## config.mk

```make
export PLATFORM = sky130hd
export DESIGN_NAME = fwd_prop_seq_flat
export DESIGN_NICKNAME = d
export VERILOG_FILES = /design/src/rtl/fwd_prop_seq_if.sv /design/src/rtl/fwd_prop_seq.sv /design/src/flat_wrapper.sv
export SDC_FILE = /design/constraint.sdc
export NUM_CORES = 1
export LEC_CHECK = 0
export CORE_ASPECT_RATIO = 0.75
export CORE_MARGIN = 2
export CORE_UTILIZATION = 30
export CTS_CLUSTER_SIZE = 30
export DETAILED_ROUTE_END_ITERATION = 8
export SLEW_MARGIN = 30
export SYNTH_ARGS = -nofsm -noshare
export SYNTH_HDL_FRONTEND = slang
export SYNTH_SLANG_ARGS = --single-unit
```

## constraint.sdc

```tcl
create_clock -name clk -period 2.1 [get_ports clk]
set_input_delay 0.63 -clock clk [delete_from_list [all_inputs] [get_ports clk]]
set_output_delay 0.63 -clock clk [all_outputs]
set_load 0.01 [all_outputs]
```

## src/rtl/fwd_prop_seq_if.sv

```systemverilog
// Handshake/control bundle between the forward-propagation sequencer and its neighbours.
// The hold signal exists only when FPC_HOLD_EN is defined.
interface fwd_prop_seq_if;
  logic       start;
`ifdef FPC_HOLD_EN
  logic       hold;
`endif
  logic [3:0] ctrl;
  logic [3:0] st;
  logic [3:0] step;
  logic       acc_clr;
  logic       busy;
  logic       done;

  modport master (
`ifdef FPC_HOLD_EN
    output hold,
`endif
    output start,
    input  ctrl, st, step, acc_clr, busy, done
  );

  modport slave (
`ifdef FPC_HOLD_EN
    input  hold,
`endif
    input  start,
    output ctrl, st, step, acc_clr, busy, done
  );
endinterface

```

## src/rtl/fwd_prop_seq.sv

```systemverilog
// Forward-propagation sequencer: CLR -> HID x N_IN -> ACT2 -> OUT -> ACT3 -> LATCH -> DONE.
// Optional stall input enabled by defining FPC_HOLD_EN.
module fwd_prop_seq #(
  parameter int         N_IN    = 9,
  parameter int         ACT_LAT = 1,
  parameter logic [3:0] C_IDLE  = 4'b0000,
  parameter logic [3:0] C_HID   = 4'b0010,
  parameter logic [3:0] C_ACT2  = 4'b0011,
  parameter logic [3:0] C_OUT   = 4'b0100,
  parameter logic [3:0] C_ACT3  = 4'b0101,
  parameter logic [3:0] C_LATCH = 4'b0110
) (
  input  logic         clk,
  input  logic         rst,
  fwd_prop_seq_if.slave bus
);

  typedef enum logic [2:0] {
    S_IDLE, S_CLR, S_HID, S_ACT2, S_OUT, S_ACT3, S_LATCH, S_DONE
  } state_t;

  localparam logic [3:0] ST_LAST  = 4'(N_IN - 1);
  localparam logic [3:0] ACT_LOAD = 4'(ACT_LAT - 1);

  state_t     state_reg;
  logic [3:0] cnt_reg;
  logic [3:0] st_reg;
  logic [3:0] step_reg;
  logic [3:0] ctrl_reg;
  logic       acc_clr_reg;
  logic       busy_reg;
  logic       done_reg;
  logic       held;

`ifdef FPC_HOLD_EN
  assign held = bus.hold && (state_reg != S_IDLE) && (state_reg != S_DONE);
`else
  assign held = 1'b0;
`endif

  // Outputs are loaded together with the state they belong to, so they are
  // valid for exactly the cycle that state is held.
  always_ff @(posedge clk or negedge rst) begin
    if (!rst) begin
      state_reg   <= S_IDLE;
      cnt_reg     <= 4'd0;
      st_reg      <= 4'd0;
      step_reg    <= 4'd1;
      ctrl_reg    <= C_IDLE;
      acc_clr_reg <= 1'b0;
      busy_reg    <= 1'b0;
      done_reg    <= 1'b0;
    end else begin
      ctrl_reg    <= C_IDLE;
      acc_clr_reg <= 1'b0;
      done_reg    <= 1'b0;
      busy_reg    <= 1'b1;
      // A held cycle keeps state/st/cnt and emits C_IDLE so nothing accumulates twice.
      if (!held) begin
        case (state_reg)
          S_IDLE: begin
            if (bus.start) begin
              state_reg   <= S_CLR;
              acc_clr_reg <= 1'b1;
              st_reg      <= 4'd0;
            end else begin
              busy_reg <= 1'b0;
            end
          end
          S_CLR: begin
            state_reg <= S_HID;
            ctrl_reg  <= C_HID;
          end
          S_HID: begin
            if (st_reg == ST_LAST) begin
              state_reg <= S_ACT2;
              ctrl_reg  <= C_ACT2;
              cnt_reg   <= ACT_LOAD;
            end else begin
              st_reg   <= st_reg + 4'd1;
              ctrl_reg <= C_HID;
            end
          end
          S_ACT2: begin
            if (cnt_reg == 4'd0) begin
              state_reg <= S_OUT;
              ctrl_reg  <= C_OUT;
            end else begin
              cnt_reg  <= cnt_reg - 4'd1;
              ctrl_reg <= C_ACT2;
            end
          end
          S_OUT: begin
            state_reg <= S_ACT3;
            ctrl_reg  <= C_ACT3;
            cnt_reg   <= ACT_LOAD;
          end
          S_ACT3: begin
            if (cnt_reg == 4'd0) begin
              state_reg <= S_LATCH;
              ctrl_reg  <= C_LATCH;
            end else begin
              cnt_reg  <= cnt_reg - 4'd1;
              ctrl_reg <= C_ACT3;
            end
          end
          S_LATCH: begin
            state_reg <= S_DONE;
            done_reg  <= 1'b1;
          end
          S_DONE: begin
            state_reg <= S_IDLE;
            busy_reg  <= 1'b0;
            // step skips 0 because the datapath treats step==0 as invalid
            step_reg  <= (step_reg == 4'd15) ? 4'd1 : step_reg + 4'd1;
          end
          default: begin
            state_reg <= S_IDLE;
            busy_reg  <= 1'b0;
          end
        endcase
      end
    end
  end

  assign bus.ctrl    = ctrl_reg;
  assign bus.st      = st_reg;
  assign bus.step    = step_reg;
  assign bus.acc_clr = acc_clr_reg;
  assign bus.busy    = busy_reg;
  assign bus.done    = done_reg;

endmodule
```

## src/flat_wrapper.sv

```systemverilog
// flat-port wrapper written by rule: the top's interface ports become plain ports
module fwd_prop_seq_flat 
#(
  parameter int         N_IN    = 9,
  parameter int         ACT_LAT = 1,
  parameter logic [3:0] C_IDLE  = 4'b0000,
  parameter logic [3:0] C_HID   = 4'b0010,
  parameter logic [3:0] C_ACT2  = 4'b0011,
  parameter logic [3:0] C_OUT   = 4'b0100,
  parameter logic [3:0] C_ACT3  = 4'b0101,
  parameter logic [3:0] C_LATCH = 4'b0110
)
  (clk, rst, bus_start, bus_ctrl, bus_st, bus_step, bus_acc_clr, bus_busy, bus_done);
  fwd_prop_seq_if bus_i ();
  input  logic clk;
  input  logic rst;
  input wire logic [$bits(bus_i.start)-1:0] bus_start;
  output wire logic [$bits(bus_i.ctrl)-1:0] bus_ctrl;
  output wire logic [$bits(bus_i.st)-1:0] bus_st;
  output wire logic [$bits(bus_i.step)-1:0] bus_step;
  output wire logic [$bits(bus_i.acc_clr)-1:0] bus_acc_clr;
  output wire logic [$bits(bus_i.busy)-1:0] bus_busy;
  output wire logic [$bits(bus_i.done)-1:0] bus_done;
  assign bus_i.start = bus_start;
  assign bus_ctrl = bus_i.ctrl;
  assign bus_st = bus_i.st;
  assign bus_step = bus_i.step;
  assign bus_acc_clr = bus_i.acc_clr;
  assign bus_busy = bus_i.busy;
  assign bus_done = bus_i.done;
  fwd_prop_seq #(.N_IN(N_IN), .ACT_LAT(ACT_LAT), .C_IDLE(C_IDLE), .C_HID(C_HID), .C_ACT2(C_ACT2), .C_OUT(C_OUT), .C_ACT3(C_ACT3), .C_LATCH(C_LATCH)) u_core (.clk(clk), .rst(rst), .bus(bus_i));
endmodule
```

==> impl_metrics.env <==
export IMPL_start_util=0.309
export IMPL_r2r_cells=5
export IMPL_syn_inst=124
export IMPL_layout_nets=155
export IMPL_synthTopCellsByArea="dfrtp_1, ha_1, inv_1"
export IMPL_min_path_cells=1
export IMPL_yosys_register_bits=21
export IMPL_synth_distinct_cells=44
export IMPL_crit_path_start_kind="flop"
export IMPL_cts_root_buf="clkbuf_8"
export IMPL_first_pass_iters=4
export IMPL_slowest_stage="dfstp_2"
export IMPL_hold_ws_ns=0.536
export IMPL_synth_most_common_cell="dfrtp_1"
export IMPL_worstPathCellList="clkdlybuf4s50_1"
export IMPL_max_stage_delay_ns=0.59
export IMPL_netlist_area_mm2=0.00124
export IMPL_required_ns=1.47
export IMPL_grtUsageTotal=0.120
export IMPL_power_uw=1970
export IMPL_hpwl_mm=1.83
export IMPL_path_delay_family="flip-flops"
export IMPL_drv_slew=0
export IMPL_antennaDiodeCount=0
export IMPL_hold_buffers=0
export IMPL_skew_ns=0.00131
export IMPL_final_layout_size_suffix_gt1_frac=0.167
export IMPL_cap_violations=0
export IMPL_ios=18
export IMPL_vias=942
export IMPL_yosys_area_top_type="dfrtp_1"
export IMPL_post_route_period_util=0.966
export IMPL_synth_top_area_frac=0.405
export IMPL_critPathBufInv=1
export IMPL_holdCritStartpoint="u_core.bus.step[2]"
export IMPL_die_h_um=59.6
export IMPL_ir_worst_vdd_v=0.000435
export IMPL_path_max_fanout=6
export IMPL_gp_congestion=0.892
export IMPL_drt_iter0_drc=50
export IMPL_port_buffers=16
export IMPL_end_kind="output port"
export IMPL_fin_setup_tns_ns=0
export IMPL_area_delta_synth_final_pct=21.7
export IMPL_clockBufferDepth=2
export IMPL_r2r_end="u_core.state_reg[0]"
export IMPL_die_w_um=78.1
export IMPL_reg2reg_from="u_core.state_reg[1]"
export IMPL_synth_edff_count=0
export IMPL_ys_async_sr_fraction=1.00
export IMPL_cts_setup_buffers=0
export IMPL_leakage_uw=0.000633
export IMPL_reg2reg_slack_ns=0.24
export IMPL_clk_latency_ns=0.27
export IMPL_min_path_type="flop to flop"
export IMPL_yosysWarnings=0
export IMPL_power_density_mw_per_mm2=1310
export IMPL_antenna_found_initial=0
export IMPL_ctsResizeCount=0
export IMPL_vias_per_cell=4.73
export IMPL_syn_nets=134
export IMPL_clock_sinks=21
export IMPL_hold_path_end="u_core.bus.step[2]"
export IMPL_drc=0
export IMPL_synth_area_per_cell_um2=9.97
export IMPL_hold_violations=0
export IMPL_ys_top_cells_by_count="dfrtp_1, inv_1, nand2_1, nor2_1, ha_1"
export IMPL_drt_wl_total_mm=2.47
export IMPL_grt_pass1_vias=882
export IMPL_wire_per_inst_um=12.4
export IMPL_htree_levels=1
export IMPL_clkTransAtPathRegs_ns=0.08
export IMPL_grt_pass1_wl_mm=4.22
export IMPL_rows=20
export IMPL_grt_max_degree=22
export IMPL_setup_viol=0
export IMPL_arrival_ns=1.40
export IMPL_cts_tree="yes"
export IMPL_fin_util=0.376
export IMPL_yosysSeqAreaShare=0.426
export IMPL_core_area_mm2=0.00400
export IMPL_period_minus_slack_ns=2.03
export IMPL_yosys_most_used_dff="dfrtp_1"
export IMPL_ant_nets=0
export IMPL_path_class="flop to output port"
export IMPL_max_freq_ghz=0.493
export IMPL_die_area_mm2=0.00466
export IMPL_rsz0062_at_grt="false"
export IMPL_cts_buffers=3
export IMPL_grt_overflow=0
export IMPL_status="finished clean"
[report_power, final]
group          total, uW  switching (uW)  internal (uW)
Clock                277             145            133
Combinational       1040             550            493
Sequential           647             120            526
Total               1970             815           1150
[worst max path at each step]
stage	startpoint	endpoint	slack [ns]	depth (start not counted)
2_1_floorplan	u_core.state_reg[1]	u_core.state_reg[0]	0.26	6
3_3_place_gp	u_core.state_reg[1]	u_core.state_reg[0]	0.31	5
3_5_place_dp	u_core.state_reg[1]	u_core.state_reg[0]	0.27	5
4_1_cts	u_core.bus.step[0]	bus_step[0]	0.07	1
5_1_grt	u_core.bus.step[0]	bus_step[0]	0.03	1
6_report	u_core.bus.step[0]	bus_step[0]	0.07	1
[layout by cell type, fill, tap and decap left out, drive strengths merged, types with 2 or more instances in the layout]
cell type	n
inv	12
a21oi	7
nor3	6
xor2	3
clkinv	2
nand2b	2
buf	5
nor2	9
nand3	7
a22o	2
clkbuf	3
o22ai	3
ha	7
o21ai	8
nand2	9
nor4	2
clkdlybuf4s50	16
nand3b	2
a31oi	2
dfrtp	20
[routing by layer]
metal | wire, um | GRT usage | vias to the layer above
li1 | - | - | 473
met1 | 1220 | 0.154 | 447
met2 | 1130 | 0.192 | 18
met3 | 63 | 0.0183 | 4
met4 | 65 | 0.0752 | 0
met5 | 0 | 0 | -
[metrics by stage]
step           cell area [um^2]  cells  setup WS, ns
2_1_floorplan              1240    124         0.260
3_5_place_dp               1460    195         0.274
4_1_cts                    1500    199        0.0743
6_report                   1500    199        0.0718
5_1_grt                    1500    199        0.0286
3_3_place_gp               1460    195         0.314
[logic make-up (layout without fill, tap and decap cells)]
logic type               Yosys count  count (layout)  share of synthesized area
flip-flops                        21              21                      0.426
AO/OA/AOI/OAI                     27              27                      0.145
XOR/XNOR                           4               4                     0.0435
adder cells (fa/ha/maj)            8               8                     0.0800
AND/OR/NAND/NOR                   44              44                      0.218
multiplexers                       1               1                    0.00911
other                              1               1                    0.00303
buffers and inverters             18              38                     0.0759
[area by class of cell]
cell class | instances | area (um^2)
sequential | 21 | 527
inverter | 13 | 48.8
tap | 55 | 68.8
clock buffer | 3 | 41.3
clock inverter | 1 | 5.00
timing repair buffer | 21 | 198
fill | 390 | 2500
multi-input combinational | 85 | 616
Power figures use the tool's default switching activity.
